$ cat src/rtl/dgiota_pkg.sv
// Shared definitions for the digital-OTA trim calibrator.
//   dgiota_cal_state_e  : calibration FSM states
//   DGIOTA_SYNC_STAGES  : depth of the comparator synchroniser
//   dgiota_midscale()   : reset / abort value of a trim code of a given width
package dgiota_pkg;

    typedef enum logic [2:0] {
        ST_IDLE,
        ST_TRIAL,
        ST_SETTLE,
        ST_SAMPLE,
        ST_DONE
    } dgiota_cal_state_e;

    localparam int DGIOTA_SYNC_STAGES = 2;

    function automatic logic [31:0] dgiota_midscale(input int width);
        return 32'd1 << (width - 1);
    endfunction

endpackage

$ cat src/rtl/dgiota_sync.sv
// W-wide multi-flop synchroniser for the asynchronous comparator outputs.
//   clk  : system clock
//   rst  : asynchronous active-high clear
//   d_i  : asynchronous inputs
//   q_o  : synchronised outputs (DGIOTA_SYNC_STAGES cycles of latency)
module dgiota_sync
    import dgiota_pkg::*;
#(
    parameter int W = 4
) (
    input  logic         clk,
    input  logic         rst,
    input  logic [W-1:0] d_i,
    output logic [W-1:0] q_o
);

    logic [DGIOTA_SYNC_STAGES-1:0][W-1:0] ff_q;

    always_ff @(posedge clk or posedge rst) begin
        if (rst) begin
            ff_q <= '0;
        end else begin
            ff_q[0] <= d_i;
            for (int i = 1; i < DGIOTA_SYNC_STAGES; i++) begin
                ff_q[i] <= ff_q[i-1];
            end
        end
    end

    assign q_o = ff_q[DGIOTA_SYNC_STAGES-1];

endmodule

$ cat src/rtl/dgiota_trim_cal.sv
// N-channel SAR offset-trim calibrator for digital-cell OTAs.
// Channels are calibrated one after another; each trim code is found MSB
// first by setting a trial bit, waiting S cycles, then clearing the bit if
// the (synchronised) comparator says the OTA output is above the reference.
//
// Ports:
//   clk, rst    : clock, asynchronous active-high reset
//   start       : begin calibration of all channels (ignored while busy)
//   abort       : terminate calibration (wins over start in IDLE)
//   settle_cfg  : settle cycles per trial bit, clamped to >= 2, latched at start
//   cmp_in      : asynchronous comparator outputs, one per channel
//   trim        : trim codes, channel c at [c*TRIM_W +: TRIM_W]
//   cal_mode    : high while calibrating
//   chan_sel    : channel under calibration (0 when not busy)
//   busy        : calibration in progress
//   done        : one-cycle pulse on successful completion
//
// Build option DGIOTA_MAJ_EN: the sample phase lasts 3 cycles and the bit
// decision is a 2-of-3 majority of consecutive synchronised comparator values.
module dgiota_trim_cal
    import dgiota_pkg::*;
#(
    parameter int NCH      = 4,
    parameter int TRIM_W   = 6,
    parameter int SETTLE_W = 4,
    localparam int CH_W    = (NCH > 1) ? $clog2(NCH) : 1
) (
    input  logic                  clk,
    input  logic                  rst,
    input  logic                  start,
    input  logic                  abort,
    input  logic [SETTLE_W-1:0]   settle_cfg,
    input  logic [NCH-1:0]        cmp_in,
    output logic [NCH*TRIM_W-1:0] trim,
    output logic                  cal_mode,
    output logic [CH_W-1:0]       chan_sel,
    output logic                  busy,
    output logic                  done
);

    localparam int BIT_W = $clog2(TRIM_W);
    // Counter must hold the clamp value 2 even for a 1-bit settle_cfg.
    localparam int CNT_W = (SETTLE_W < 2) ? 2 : SETTLE_W;

    localparam logic [TRIM_W-1:0] MID      = TRIM_W'(dgiota_midscale(TRIM_W));
    localparam logic [BIT_W-1:0]  BIT_MSB  = BIT_W'(TRIM_W - 1);
    localparam logic [CH_W-1:0]   CH_LAST  = CH_W'(NCH - 1);
    localparam logic [CNT_W-1:0]  SET_MIN  = CNT_W'(2);

    dgiota_cal_state_e state_q, state_d;
    logic [CH_W-1:0]   ch_q, ch_d;
    logic [BIT_W-1:0]  bit_q, bit_d;
    logic [CNT_W-1:0]  cnt_q, cnt_d;
    logic [CNT_W-1:0]  settle_q, settle_d;
    logic [NCH-1:0][TRIM_W-1:0] trim_q;

    logic              trim_we;
    logic [TRIM_W-1:0] trim_wd;
    logic              take;
    logic              decision;
    logic [CNT_W-1:0]  cfg_ext;
    logic [NCH-1:0]    cmp_s;

`ifdef DGIOTA_MAJ_EN
    logic [1:0] samp_q, samp_d;
    logic [1:0] hist_q;
`endif

    dgiota_sync #(.W(NCH)) u_sync (
        .clk (clk),
        .rst (rst),
        .d_i (cmp_in),
        .q_o (cmp_s)
    );

    assign busy     = (state_q == ST_TRIAL) || (state_q == ST_SETTLE) ||
                      (state_q == ST_SAMPLE);
    assign cal_mode = busy;
    assign done     = (state_q == ST_DONE);
    assign chan_sel = busy ? ch_q : '0;
    assign trim     = trim_q;
    assign cfg_ext  = CNT_W'(settle_cfg);

    always_comb begin
        state_d  = state_q;
        ch_d     = ch_q;
        bit_d    = bit_q;
        cnt_d    = cnt_q;
        settle_d = settle_q;
        trim_we  = 1'b0;
        trim_wd  = trim_q[ch_q];
        take     = 1'b0;
        decision = 1'b0;
`ifdef DGIOTA_MAJ_EN
        samp_d   = samp_q;
`endif

        case (state_q)
            ST_IDLE: begin
                if (start && !abort) begin
                    state_d  = ST_TRIAL;
                    ch_d     = '0;
                    bit_d    = BIT_MSB;
                    settle_d = (cfg_ext < SET_MIN) ? SET_MIN : cfg_ext;
                end
            end
            ST_TRIAL: begin
                trim_we = 1'b1;
                // MSB trial also wipes the lower bits left from a prior run.
                if (bit_q == BIT_MSB) trim_wd = MID;
                else                  trim_wd[bit_q] = 1'b1;
                cnt_d   = settle_q - 1'b1;
                state_d = ST_SETTLE;
            end
            ST_SETTLE: begin
                if (cnt_q == '0) state_d = ST_SAMPLE;
                else             cnt_d   = cnt_q - 1'b1;
            end
            ST_SAMPLE: begin
`ifdef DGIOTA_MAJ_EN
                if (samp_q != 2'd2) begin
                    samp_d = samp_q + 1'b1;
                end else begin
                    samp_d   = '0;
                    take     = 1'b1;
                    decision = (hist_q[0] & hist_q[1]) | (hist_q[0] & cmp_s[ch_q]) |
                               (hist_q[1] & cmp_s[ch_q]);
                end
`else
                take     = 1'b1;
                decision = cmp_s[ch_q];
`endif
                if (take) begin
                    if (decision) begin
                        trim_we        = 1'b1;
                        trim_wd[bit_q] = 1'b0;
                    end
                    if (bit_q != '0) begin
                        bit_d   = bit_q - 1'b1;
                        state_d = ST_TRIAL;
                    end else if (ch_q != CH_LAST) begin
                        ch_d    = ch_q + 1'b1;
                        bit_d   = BIT_MSB;
                        state_d = ST_TRIAL;
                    end else begin
                        state_d = ST_DONE;
                    end
                end
            end
            ST_DONE: state_d = ST_IDLE;
            default: state_d = ST_IDLE;
        endcase

        // Abort drops the half-searched channel back to midscale.
        if (abort && busy) begin
            state_d = ST_IDLE;
            ch_d    = '0;
            trim_we = 1'b1;
            trim_wd = MID;
`ifdef DGIOTA_MAJ_EN
            samp_d  = '0;
`endif
        end
    end

    always_ff @(posedge clk or posedge rst) begin
        if (rst) begin
            state_q  <= ST_IDLE;
            ch_q     <= '0;
            bit_q    <= '0;
            cnt_q    <= '0;
            settle_q <= SET_MIN;
            trim_q   <= {NCH{MID}};
        end else begin
            state_q  <= state_d;
            ch_q     <= ch_d;
            bit_q    <= bit_d;
            cnt_q    <= cnt_d;
            settle_q <= settle_d;
            if (trim_we) trim_q[ch_q] <= trim_wd;
        end
    end

`ifdef DGIOTA_MAJ_EN
    always_ff @(posedge clk or posedge rst) begin
        if (rst) begin
            samp_q <= '0;
            hist_q <= '0;
        end else begin
            samp_q <= samp_d;
            if (state_q == ST_SAMPLE && samp_q != 2'd2) hist_q[samp_q[0]] <= cmp_s[ch_q];
        end
    end
`endif

endmodule

$ cat config.mk
export PLATFORM = sky130hd
export DESIGN_NAME = dgiota_trim_cal
export DESIGN_NICKNAME = d
export VERILOG_FILES = /design/src/rtl/dgiota_pkg.sv /design/src/rtl/dgiota_sync.sv /design/src/rtl/dgiota_trim_cal.sv
export SDC_FILE = /design/constraint.sdc
export NUM_CORES = 1
export LEC_CHECK = 0
export CORE_ASPECT_RATIO = 0.7
export CORE_MARGIN = 5
export CORE_UTILIZATION = 30
export DETAILED_ROUTE_END_ITERATION = 8
export SYNTH_ARGS = -nofsm -noshare
export SYNTH_HDL_FRONTEND = slang
export SYNTH_SLANG_ARGS = --single-unit
$ cat constraint.sdc
create_clock -name clk -period 2.26 [get_ports clk]
set_input_delay 0.565 -clock clk [delete_from_list [all_inputs] [get_ports clk]]
set_output_delay 0.565 -clock clk [all_outputs]
set_load 0.01 [all_outputs]
==> impl_metrics.ini <==
[critical_path]
worstSetupEndpointType = output pin
start_kind = register
path_class = register to output pin
crit_required_ns = 1.69
worst_r2r_path_depth = 7
cp_num_cells = 2
crit_buf_inv = 1
cp.arrival_ns = 1.55
cpPeakStageDelay_ns = 0.57
critPathSlowestCell = clkdlybuf4s50_1
critPathTopFamily = buffers and inverters
crit_chain = nor3_2 -> clkdlybuf4s50_1
path_max_fanout = 9

[pwr]
leakage_nw = 1.40
power_mw = 2.47
vdd_ir_drop_max_uv = 303
powerDensity_nw_per_um2 = 735

[timing]
tns_ns = 0
grt_setup_unrepaired = no
setup_violations = 0
min_period_ns = 2.11
relSlewSlack = 0.723
drv_slew = 0
fmax_ghz = 0.474
fin_skew_ns = 0.00662
worstMarginPinSlew_ns = 0.412
fin_crit_sh = 0.934
finalHoldViolations = 0

[logic_synthesis]
async_flop_share = 1.00
postSynthRegisterBits = 48
avgSynthCellArea_um2 = 12.0
synth.most_common_cell = dfrtp_1
synth.cell_area_um2 = 2600
ys_seq_area_frac = 0.464
yosys-top-cells-area = dfrtp_1, dfstp_2, a32o_1, mux4_2, mux4_1
ys_top_cells_by_count = dfrtp_1, nor2_1, a32o_1, inv_1, nand2_1
synth_top_area_cell = dfrtp_1
synthCells = 216
synthFlopType = dfrtp_1
yosysWarnings = 0
synth_top_area_frac = 0.413
ys_types = 60
synth_edf_count = 0
synth_nets = 233

[placed_design]
io_buffers = 40
gp_congestion = 0.816
hpwlAfterDp_um = 4820

[global_routing]
grt_max_degree = 49
antenna_found_initial = 0
grt_pass1_vias = 1976
grt_pass1_wl_um = 11100
grt_overflow_total = 0
grt_util_all_layers = 0.135

[run]
cap_violations = 0

[finish]
diodes = 0
postLayoutCoreUtil = 0.398
areaGrowthSynthToFinish_pct = 29.1
drive_above_1_share = 0.214
final_nets = 278
fill_cells = 795
register_area_um2 = 1210
multiInputGateArea_um2 = 1250

[die]
fp-row-count = 28
dieArea_um2 = 10700
initial_utilization = 0.308
die_x_um = 121
die_h_um = 87.9
ios = 41
coreArea_um2 = 8440

[clocking]
clk_path_buf_depth = 2
tritoncts = done
ctsHoldBuffers = 0
path_clk_slew_ns = 0.06
clock-sinks = 48
numCtsBuffers = 5
cts_root_buf = clkbuf_16
htreeDepth = 2
worstSkewPairLatency_ns = 0.29

[detailed_routing]
drtAntennaViolNets = 0
routedWlPerCell_um = 17.3
drc = 0
vias = 1982
via_per_inst = 5.19
drtIter0Drc = 140
wl_um = 6620
drtPass1Iterations = 4

[worst_hold_path]
min-delay-path-class = register to register
holdPathStages = 0

[outcome]
status = finished, final reports clean
routing by layer:
layer	track usage	up-vias	routed length, um
li1	-	928	-
met1	0.206	982	3340
met2	0.178	65	2720
met3	0.0413	7	479
met4	0.0427	0	72
met5	0	-	0
worst register-to-register path, cell delays in order, from the launching register on:
cell and delay, ns:
dfrtp_1 0.48, buf_4 0.21, or3b_1 0.51, nor2_1 0.21
a21oi_1 0.07, ha_1 0.21, o22ai_1 0.13, a21oi_1 0.06
what timing repair did:
| action | CTS | global route |
|---|---|---|
| gates resized for setup | 0 | 2 |
| setup buffers | 0 | 0 |
| endpoints found under the setup margin | 0 | 1 |
layout make-up:
type	instances	area share
tap	120	0.0447
clock inverter	3	0.0205
timing repair buffer	51	0.152
multi-input combinational	142	0.372
clock buffer	5	0.0372
inverter	13	0.0145
sequential	48	0.359
cells by family (layout without fill, tap and decap cells):
| kind of cell | after synthesis | after routing | synth area share |
|---|---|---|---|
| adder cells (fa/ha/maj) | 5 | 5 | 0.0240 |
| multiplexers | 14 | 14 | 0.103 |
| AO/OA/AOI/OAI | 68 | 68 | 0.225 |
| XOR/XNOR | 1 | 1 | 0.00337 |
| AND/OR/NAND/NOR | 54 | 54 | 0.123 |
| buffers and inverters | 26 | 72 | 0.0577 |
| flip-flops | 48 | 48 | 0.464 |
report_power, final:
part	switching (mW)	leakage, nW	internal [mW]	total, mW
clock network	0.328	0.0944	0.638	0.966
registers	0.100	0.606	0.947	1.05
logic	0.246	0.703	0.211	0.457
state kept, by name (all words and copies together), names as in the netlist:
signal	flops
state_q	3
bit_q	3
u_sync.ff_q	4
settle_q	4
trim	24
cnt_q	4
u_sync.q_o	4
ch_q	2
stage by stage:
step	instances	cell area [um2]	setup WS, ns	hold slack, ns
finish	382	3360	0.150	0.352
detailed placement	374	3160	0.0420	0.336
CTS	382	3350	0.0514	0.355
floorplan	216	2600	0.559	0.331
global route	382	3360	0.0554	0.358
global placement	374	3160	0.0663	0.342
final timing paths:
check,start,end,slack [ns]
setup / recovery,state_q[2],chan_sel[0],0.15
hold / removal,u_sync.ff_q[2],u_sync.q_o[2],0.35
setup reg to reg,state_q[2],cnt_q[2],0.25
hold reg to reg,u_sync.ff_q[2],u_sync.q_o[2],0.35
max in group asynchronous,rst,settle_q[1],1.35
min in group asynchronous,rst,u_sync.q_o[1],0.63
placed cells by master, fill, tap and decap left out, drive strengths merged, types with 3 or more instances in the layout:
master | netlist | layout
dfrtp | 43 | 43
clkbuf | 2 | 5
nor2b | 3 | 3
a31oi | 5 | 5
mux2 | 3 | 3
nand2 | 9 | 9
or3b | 3 | 3
dfstp | 5 | 5
a32o | 16 | 16
a22o | 4 | 4
o21ai | 11 | 11
o22ai | 3 | 3
nand3b | 3 | 3
nor3b | 3 | 3
nor3 | 8 | 8
buf | 10 | 11
clkdlybuf4s50 | 0 | 39
and2 | 3 | 3
ha | 5 | 5
nor2 | 14 | 14
a32oi | 4 | 4
mux2i | 4 | 4
mux4 | 7 | 7
inv | 13 | 14
a21oi | 9 | 9
(Power assumes the default switching activity.)
